<file path="src/rtl/alu_result_stage_pkg.sv">
// alu_defs: shared opcodes, branch codes, buffer states and opcode legality check
package alu_defs;
  localparam logic [3:0] OP_ADD   = 4'b0000;
  localparam logic [3:0] OP_SUB   = 4'b0001;
  localparam logic [3:0] OP_AND   = 4'b0010;
  localparam logic [3:0] OP_OR    = 4'b0011;
  localparam logic [3:0] OP_XOR   = 4'b0100;
  localparam logic [3:0] OP_NOT   = 4'b0101;
  localparam logic [3:0] OP_SLL   = 4'b0110;
  localparam logic [3:0] OP_SRL   = 4'b0111;
  localparam logic [3:0] OP_SRA   = 4'b1000;
  localparam logic [3:0] OP_PASSB = 4'b1100;
  localparam logic [2:0] BR_NEVER  = 3'b000;
  localparam logic [2:0] BR_Z      = 3'b001;
  localparam logic [2:0] BR_NZ     = 3'b010;
  localparam logic [2:0] BR_N      = 3'b011;
  localparam logic [2:0] BR_NN     = 3'b100;
  localparam logic [2:0] BR_C      = 3'b101;
  localparam logic [2:0] BR_NC     = 3'b110;
  localparam logic [2:0] BR_ALWAYS = 3'b111;
  typedef enum logic [1:0] {EMPTY, ONE, FULL} buf_state_e;
  function automatic logic is_legal_op(input logic [3:0] op);
    return (op <= OP_SRA) || (op == OP_PASSB);
  endfunction
endpackage

</file>
<file path="src/rtl/alu_result_stage_result_buffer2.sv">
// result_buffer2: 2-entry valid/ready skid buffer, FIFO order
//   in_valid_i/in_data_i/in_ready_o   : producer side (in_ready_o from registered state only)
//   out_valid_o/out_data_o/out_ready_i : consumer side (out_data_o holds when not valid)
module result_buffer2 import alu_defs::*; #(
  parameter int WIDTH = 16
) (
  input  logic             clk,
  input  logic             rst,
  input  logic             in_valid_i,
  input  logic [WIDTH-1:0] in_data_i,
  output logic             in_ready_o,
  output logic             out_valid_o,
  output logic [WIDTH-1:0] out_data_o,
  input  logic             out_ready_i
);
  buf_state_e       state_q;
  logic [WIDTH-1:0] head_q, tail_q;
  assign in_ready_o  = state_q != FULL;
  assign out_valid_o = state_q != EMPTY;
  assign out_data_o  = head_q;
  always_ff @(posedge clk) begin
    if (rst) begin
      state_q <= EMPTY;
      head_q  <= '0;
      tail_q  <= '0;
    end else begin
      case (state_q)
        EMPTY: if (in_valid_i) begin
          head_q  <= in_data_i;
          state_q <= ONE;
        end
        ONE: if (in_valid_i && out_ready_i) head_q <= in_data_i;
        else if (in_valid_i) begin
          tail_q  <= in_data_i;
          state_q <= FULL;
        end else if (out_ready_i) state_q <= EMPTY;
        FULL: if (out_ready_i) begin
          head_q  <= tail_q;
          state_q <= ONE;
        end
        default: state_q <= EMPTY;
      endcase
    end
  end
endmodule

</file>
<file path="src/rtl/alu_result_stage.sv">
// alu_result_stage: registers ALU results into a 2-entry buffer, keeps Z/N/C flags, evaluates branches
//   CLK/Reset            : clock, synchronous active-high reset
//   input_*              : ALU result, flags, opcode, capture/flag-write strobes, branch selector, consumer ready
//   output_Ready/Valid/ALUOut : buffer handshake and head entry
//   output_Zero/Negative/Carry/BranchTaken/IllegalOp : flag register, branch decision, sticky illegal-op
module alu_result_stage import alu_defs::*; #(
  parameter int WIDTH = 16,
  parameter int OPW   = 4
) (
  input  logic             CLK,
  input  logic             Reset,
  input  logic [WIDTH-1:0] input_ALU,
  input  logic             input_Zero,
  input  logic             input_Negative,
  input  logic             input_Carry,
  input  logic [OPW-1:0]   input_ALUOp,
  input  logic             input_Valid,
  input  logic             input_FlagWrite,
  input  logic [2:0]       input_BranchCond,
  input  logic             input_Ready,
  output logic             output_Ready,
  output logic             output_Valid,
  output logic [WIDTH-1:0] output_ALUOut,
  output logic             output_Zero,
  output logic             output_Negative,
  output logic             output_Carry,
  output logic             output_BranchTaken,
  output logic             output_IllegalOp
);
  logic       accept, legal, z_q, n_q, c_q, ill_q;
  logic [7:0] cond;
  result_buffer2 #(.WIDTH(WIDTH)) u_buf (
    .clk         (CLK),
    .rst         (Reset),
    .in_valid_i  (input_Valid),
    .in_data_i   (input_ALU),
    .in_ready_o  (output_Ready),
    .out_valid_o (output_Valid),
    .out_data_o  (output_ALUOut),
    .out_ready_i (input_Ready)
  );
  assign accept = input_Valid && output_Ready;
  assign legal  = is_legal_op(input_ALUOp);
  always_ff @(posedge CLK) begin
    if (Reset) begin
      z_q   <= 1'b0;
      n_q   <= 1'b0;
      c_q   <= 1'b0;
      ill_q <= 1'b0;
    end else if (accept) begin
      if (!legal) ill_q <= 1'b1;
      else if (input_FlagWrite) begin
        z_q <= input_Zero;
        n_q <= input_Negative;
        // only add/sub produce a meaningful carry; logic/shift ops keep the old one
        c_q <= (input_ALUOp == OP_ADD || input_ALUOp == OP_SUB) ? input_Carry : c_q;
      end
    end
  end
  // indexed by branch code: never, Z, !Z, N, !N, C, !C, always
  assign cond               = {1'b1, !c_q, c_q, !n_q, n_q, !z_q, z_q, 1'b0};
  assign output_BranchTaken = cond[input_BranchCond];
  assign output_Zero        = z_q;
  assign output_Negative    = n_q;
  assign output_Carry       = c_q;
  assign output_IllegalOp   = ill_q;
endmodule

</file>
<file path="config.mk">
export PLATFORM = sky130hd
export DESIGN_NAME = alu_result_stage
export DESIGN_NICKNAME = d
export VERILOG_FILES = /design/src/rtl/alu_result_stage_pkg.sv /design/src/rtl/alu_result_stage_result_buffer2.sv /design/src/rtl/alu_result_stage.sv
export SDC_FILE = /design/constraint.sdc
export NUM_CORES = 1
export LEC_CHECK = 0
export BUFFER_PORTS_ARGS = -buffer_cell sky130_fd_sc_hd__buf_2
export CORE_ASPECT_RATIO = 1.75
export CORE_UTILIZATION = 46
export DETAILED_ROUTE_END_ITERATION = 16
export PLACE_DENSITY = 0.75
export SLEW_MARGIN = 20
export SYNTH_ARGS = -nofsm -noshare
export SYNTH_HDL_FRONTEND = slang
export SYNTH_HIERARCHICAL = 1
export SYNTH_SLANG_ARGS = --single-unit
</file>
<file path="constraint.sdc">
create_clock -name CLK -period 1.3 [get_ports CLK]
set_input_delay 0.26 -clock CLK [delete_from_list [all_inputs] [get_ports CLK]]
set_output_delay 0.26 -clock CLK [all_outputs]
set_load 0.1 [all_outputs]
</file>
==> results of run 1 <==
==> flip-flops by register name, summed over array words and instances, names as in the netlist <==
signal and flops:
u_buf/tail_q 16, output_Zero 1, u_buf/state_q 2, output_Negative 1
output_Carry 1, output_IllegalOp 1, u_buf/out_data_o 16
==> kinds of logic (layout without fill, tap and decap cells) <==
kind of cell / Yosys count / in the layout / synth area share (%)
AOI/OAI and AO/OA: 57 / 58 / 24.6
buffers and inverters: 17 / 88 / 5.68
DFF: 38 / 38 / 41.6
muxes: 19 / 19 / 10.4
and+or+nand+nor: 61 / 61 / 17.7
==> power groups by stage <==
stage	registers [mW]	clock network (mW)	logic, mW
after floorplan	1.67	0	0.314
after global placement	1.34	0	1.05
after detailed placement	1.34	0	1.07
after CTS	1.31	0.791	1.08
after global routing	1.33	0.854	1.25
final	1.32	0.794	1.21
==> layer usage <==
| metal | track usage, % | routed length (um) | up-vias | share of wire, % |
|---|---|---|---|---|
| li1 | - | - | 833 | - |
| met1 | 25.6 | 2170 | 881 | 38 |
| met2 | 40.7 | 3060 | 64 | 54 |
| met3 | 4.12 | 278 | 13 | 4.9 |
| met4 | 9.87 | 142 | 0 | 2.5 |
| met5 | 0 | 0 | - | 0 |
==> area by class of cell <==
class | instances | share of cell area [%]
multi-input combinational | 138 | 39.0
clock buffer | 8 | 2.59
sequential | 38 | 25.9
tap | 48 | 1.94
timing repair buffer | 80 | 30.6
==> critical path: stages (launching register included) <==
cell and delay, ns:
sky130_fd_sc_hd__dfxtp_4 0.35, sky130_fd_sc_hd__or2_1 0.21, sky130_fd_sc_hd__o221ai_2 0.21, sky130_fd_sc_hd__nand3_4 0.10
sky130_fd_sc_hd__buf_12 0.18
==> stage by stage <==
step / util (%) / setup slack, ns
final: 80.8 / -0.318
after global routing: 80.8 / -0.370
after CTS: 72.7 / -0.309
after detailed placement: 69.5 / -0.0545
after global placement: 69.5 / -0.0398
after floorplan: - / -0.143
==> worst max-delay path by stage <==
stage / startpoint / end / slack [ns]
floorplan: output_Carry$_SDFFE_PP0P_ / output_BranchTaken / -0.14
global placement: input_BranchCond[1] / output_BranchTaken / -0.04
detailed placement: input_BranchCond[1] / output_BranchTaken / -0.05
CTS: output_Carry$_SDFFE_PP0P_ / output_BranchTaken / -0.31
global route: output_Carry$_SDFFE_PP0P_ / output_BranchTaken / -0.37
finish: output_Carry$_SDFFE_PP0P_ / output_BranchTaken / -0.32
==> layout by cell type, fill, tap and decap left out, drive strengths merged <==
cell,n
or2,2
o21a,1
a31oi,2
nand2b,9
and2,1
clkbuf,9
dfxtp,38
mux2i,19
nor2,5
nor2b,1
buf,79
a21o,3
a21oi,17
nand3,3
nor4,1
nand2,34
a211oi,33
nor4b,1
or3b,1
o221ai,1
o21bai,1
and3b,1
nand4bb,1
nor4bb,1
==> what timing repair did <==
action | in CTS | in global routing
resized for setup | 7 | 57
pin swaps | 4 | 30
setup endpoints to repair | 11 | 30
hold endpoints to repair | 0 | 0
cloned | 0 | 3
buffers inserted | 4 | 3
==> results by group, run 1 <==
Setup path
  • Peak fanout along the critical path: 2
  • Crit Path Class: register to output port
  • Startpoint of the most critical register-to-register path: u_buf/state_q[0]$_SDFFE_PP0P_
  • Worst EP arrival: 1.36 ns
  • Register-to-Register Path Depth: 4
  • Worst flop-to-flop path endpoint: u_buf/out_data_o[13]$_SDFFE_PP0P_
  • Kind of start point of the critical path: register
  • Register-to-register setup slack: -0.08 ns
  • Setup crit end kind: output port
  • Required time of the critical path: 1.04 ns

Global routing
  • Wire length of the first global-routing pass: 7400 um
  • All-layer global routing usage: 22.8%
  • Antenna violations before repair: 0
  • Via count of the first global-routing pass: 1604
  • Maximum number of pins on one net before global-route repair: 20
  • Remaining global-route overflow: 0

Power and ir drop
  • Maximum vdd drop: 0.000949 V
  • Switching power share of the total: 36.5%
  • Tot Pwr: 3.33 mW
  • Total power per unit cell area: 1080 nW/um^2
  • Internal Power: 2.11 mW
  • Share of power burned in combinational logic: 36.4%
  • Clock group share of total power: 23.9%
  • Total net switching power: 1.21 mW
  • Sequential power share: 39.8%
  • P_leak: 1.24 nW

Yosys
  • Asr flop ratio synth: 0%
  • Post-synthesis area per instance: 9.52 sq um
  • Synthesized netlist cell count: 192
  • Count of flip-flops with a built-in enable after synthesis: 0
  • Commonest cells in the netlist: 38 x sky130_fd_sc_hd__dfxtp_1, 34 x sky130_fd_sc_hd__nand2_1, 23 x sky130_fd_sc_hd__a211oi_1
  • Synthesized cell area: 1830 sq um
  • Proportion of netlist area held by the largest area contributor: 41.6%
  • Most area-hungry cell type in the Yosys netlist: sky130_fd_sc_hd__dfxtp_1
  • Cells taking the most area after synthesis: sky130_fd_sc_hd__dfxtp_1 42%, sky130_fd_sc_hd__mux2i_1 10%, sky130_fd_sc_hd__a211oi_1 9.4%
  • Main flop type after synthesis: sky130_fd_sc_hd__dfxtp_1
  • Portion of the post-synthesis area used by sequential elements: 41.6%
  • Number of nets produced by synthesis: 223
  • Post-synth cell types: 31
  • Most numerous cell in the Yosys netlist: sky130_fd_sc_hd__dfxtp_1
  • Count of yosys warnings during synthesis: 6
  • Number of storage elements in the synthesis netlist: 38

Die
  • Ports: 54
  • Die H: 85.4 um
  • Initial standard-cell utilization of the core: 47.7%
  • Die X-Extent: 49.7 um
  • Number of rows created at floorplan: 30
  • Die Footprint: 4240 sq um
  • Std-Cell Core Area: 3830 sq um

Timing
  • Number of failing setup endpoints in the final timing report: 13
  • Highest Clock Rate: 0.618 GHz
  • Worst Tran Pin Value: 0.337 ns
  • Total negative setup slack: -0.728 ns
  • Post-route clock period utilization: 124%
  • Worst slew slack as a fraction of its limit: 77.5%
  • Pins over their slew limit: 0
  • Final Hold Slack: 0.210 ns
  • Setup repair after global routing missed its margin: yes
  • Fin. Hold Viols: 0
  • Worst setup margin: -0.318 ns
  • Final Critical Period: 1.62 ns
  • Maximum clock skew at final layout: 0.0177 ns

Final layout
  • Finished layout cell area: 3090 sq um
  • Antenna diode count: 0
  • Fillcell total: 222
  • Footprint of the multi-input gates: 1210 sq um
  • Register Area: 800 sq um
  • Final non-filler cell total: 312
  • Fraction of layout instances using a drive strength above 1: 60.6%
  • Area growth from synthesis to layout: 69.1%
  • Post-layout net count: 294

Detailed routing
  • Number of routed nets with antenna violations: 0
  • Vias post-DR: 1791
  • 1st-iter DRT viols: 33
  • 1st-pass router iterations: 4
  • Via density per instance: 5.74
  • Routed wire length: 5650 um
  • Routed wirelength normalized by instance count: 18.1 um
  • DRC errors left: 0

Clock tree
  • Clock tree from TritonCTS: built
  • Clock slew seen by the registers of the worst setup and hold paths: 0.09 ns
  • Buffer levels on the longest clock path: 2
  • Num Clock Sinks: 38
  • Hold bufs inserted after CTS: 0
  • Root Driver: sky130_fd_sc_hd__clkbuf_8
  • Clock buffers created by TritonCTS: 5
  • Skew-Pair Late Insertion Delay: 0.30 ns
  • Count of H-tree levels built during CTS: 2

Status
  • Violations in the final reports: negative setup slack
  • Outcome: finished, violations left

Place
  • Routability-driven placement congestion ratio: 0.776
  • Post-placement cell area: 2660 sq um
  • HPWL after detailed placement: 3120 um
  • Dpl cells: 295
  • Number of buffers added on ports: 53

Min path
  • Hold Path Depth: 3
  • Worst Hold Launch: input_Carry
  • Worst Hold Class: primary input to register
  • Hold path endpoint: output_Carry$_SDFFE_PP0P_

Job
  • Max-Cap Viols: 0
Power figures use the tool's default switching activity.
==> run 2: changes to the inputs <==
--- a/config.mk
+++ b/config.mk
@@ -9,7 +9,7 @@
 export CORE_ASPECT_RATIO = 1.75
 export CORE_UTILIZATION = 46
 export DETAILED_ROUTE_END_ITERATION = 16
-export PLACE_DENSITY = 0.75
+export PLACE_DENSITY_LB_ADDON = 0.2
 export SLEW_MARGIN = 20
 export SYNTH_ARGS = -nofsm -noshare
 export SYNTH_HDL_FRONTEND = slang
==> results by group, run 2 (synthesis results as in run 1) <==
Die
  • Ports: 54
  • Die X-Extent: 49.7 um
  • Die H: 85.4 um
  • Initial standard-cell utilization of the core: 47.7%
  • Die Footprint: 4240 sq um
  • Number of rows created at floorplan: 30
  • Std-Cell Core Area: 3830 sq um

Status
  • Violations in the final reports: negative setup slack
  • Outcome: finished, violations left

Timing
  • Final Critical Period: 1.64 ns
  • Worst setup margin: -0.344 ns
  • Worst Tran Pin Value: 0.266 ns
  • Fin. Hold Viols: 0
  • Total negative setup slack: -1.18 ns
  • Post-route clock period utilization: 126%
  • Worst slew slack as a fraction of its limit: 81.8%
  • Pins over their slew limit: 0
  • Highest Clock Rate: 0.608 GHz
  • Setup repair after global routing missed its margin: yes
  • Number of failing setup endpoints in the final timing report: 22
  • Final Hold Slack: 0.205 ns
  • Maximum clock skew at final layout: 0.00642 ns

Clock tree
  • Skew-Pair Late Insertion Delay: 0.30 ns
  • Root Driver: sky130_fd_sc_hd__clkbuf_8
  • Num Clock Sinks: 38
  • Buffer levels on the longest clock path: 2
  • Clock tree from TritonCTS: built
  • Clock slew seen by the registers of the worst setup and hold paths: 0.08 ns
  • Clock buffers created by TritonCTS: 5
  • Count of H-tree levels built during CTS: 2
  • Hold bufs inserted after CTS: 0

Final layout
  • Fraction of layout instances using a drive strength above 1: 66.3%
  • Antenna diode count: 0
  • Area growth from synthesis to layout: 78.4%
  • Footprint of the multi-input gates: 1280 sq um
  • Post-layout net count: 297
  • Register Area: 797 sq um
  • Most frequent cells in the layout: 30 x sky130_fd_sc_hd__buf_2, 28 x sky130_fd_sc_hd__buf_12, 28 x sky130_fd_sc_hd__nand2_1
  • Finished layout cell area: 3260 sq um
  • Most common cell after layout, fill and taps aside: sky130_fd_sc_hd__buf_2
  • Fillcell total: 189
  • Final non-filler cell total: 315

Setup path
  • Required time of the critical path: 1.04 ns
  • Cell family contributing the most delay on the critical path: flip-flops
  • Startpoint of the most critical register-to-register path: u_buf/state_q[1]$_SDFFE_PP0P_
  • Worst flop-to-flop path endpoint: u_buf/out_data_o[9]$_SDFFE_PP0P_
  • Setup crit end kind: output port
  • Crit Path Class: register to output port
  • Register-to-Register Path Depth: 5
  • Series of cell instances along the critical path: or2_1, o221ai_2, nand3_4, buf_12
  • Register-to-register setup slack: -0.10 ns
  • Peak fanout along the critical path: 3
  • Maximum single-stage delay on the critical path: 0.36 ns
  • Critical path buffers and inverters: 1
  • Worst EP arrival: 1.38 ns
  • Kind of start point of the critical path: register
  • CP max stage cell: sky130_fd_sc_hd__dfxtp_4

Power and ir drop
  • Maximum vdd drop: 0.00160 V
  • P_leak: 1.33 nW
  • Total power per unit cell area: 1170 nW/um^2

Min path
  • Hold Path Depth: 3
  • Hold path endpoint: output_Carry$_SDFFE_PP0P_
  • Worst Hold Launch: input_Carry
  • Worst Hold Class: primary input to register

Global routing
  • Wire length of the first global-routing pass: 7910 um
  • Remaining global-route overflow: 0
  • All-layer global routing usage: 25.0%
  • Via count of the first global-routing pass: 1618
  • Maximum number of pins on one net before global-route repair: 36
  • Antenna violations before repair: 0

Place
  • Post-placement cell area: 2650 sq um
  • Pre-CTS setup slack: -0.0666 ns
  • Dpl cells: 294
  • Routability-driven placement congestion ratio: 0.801
  • Number of buffers added on ports: 53
  • HPWL after detailed placement: 3330 um

Detailed routing
  • 1st-iter DRT viols: 94
  • Via density per instance: 5.91
  • Vias post-DR: 1863
  • 1st-pass router iterations: 4
  • Number of routed nets with antenna violations: 0
  • Routed wire length: 6560 um
  • DRC errors left: 0
  • Routed wirelength normalized by instance count: 20.8 um

Job
  • Max-Cap Viols: 0
## run 2: changes by cell type in the layout (fill, tap and decap cells not counted), sizes merged
cell	delta
clkbuf	-1
bufinv	+2
buf	+1
clkinv	+1
## run 2: where the power goes
group,internal (mW),switching [mW]
clock network,0.769,0.465
registers,1.24,0.0902
logic,0.512,0.747
total,2.52,1.30
## run 2: per-stage QoR
| stage | utilization, % | total power, mW |
|---|---|---|
| finish | 85.2 | 3.82 |
| global route | 85.2 | 3.93 |
| CTS | 76.8 | 3.68 |
| detailed placement | 69.3 | 2.40 |
| global placement | 69.3 | 2.39 |
| floorplan | - | 1.98 |
## run 2: final cells by class
cell class	instances	share of cell area, %
Clock buffer	5	2.11
Clock inverter	3	2.11
Multi-Input combinational cell	138	39.2
Sequential cell	38	24.4
Tap cell	48	1.84
Timing Repair Buffer	83	30.3
## run 2: how the worst max path moves through the flow
stage                                        to  cells past startpoint                       from  slack (ns)
6_report                     output_BranchTaken                      4  output_Carry$_SDFFE_PP0P_       -0.34
5_1_grt                      output_BranchTaken                      4   output_Zero$_SDFFE_PP0P_       -0.40
4_1_cts                      output_BranchTaken                      4  output_Carry$_SDFFE_PP0P_       -0.34
3_5_place_dp   u_buf/out_data_o[5]$_SDFFE_PP0P_                      6                input_Valid       -0.07
3_3_place_gp                 output_BranchTaken                      5        input_BranchCond[1]       -0.03
2_1_floorplan                output_BranchTaken                      3  output_Carry$_SDFFE_PP0P_       -0.14
## run 2: tightest hold or removal path: stages
cell	delay, ns
sky130_fd_sc_hd__buf_2	0.09
sky130_fd_sc_hd__nand2b_1	0.06
sky130_fd_sc_hd__mux2i_1	0.06
## run 2: what timing repair did
action | CTS | global route
cloned | 2 | 3
pin swaps | 2 | 33
hold endpoints to repair | 0 | 0
gates resized for setup | 27 | 52
setup buffers | 4 | 5
endpoints found under the setup margin | 22 | 36
## run 2: layer usage
| metal | routed length, um | vias to the layer above | global-route usage (%) |
|---|---|---|---|
| met2 | 3830 | 90 | 48.9 |
| met1 | 2170 | 907 | 24.0 |
| met5 | 0 | - | 0 |
| met3 | 311 | 26 | 5.02 |
| li1 | - | 840 | - |
| met4 | 253 | 0 | 10.6 |
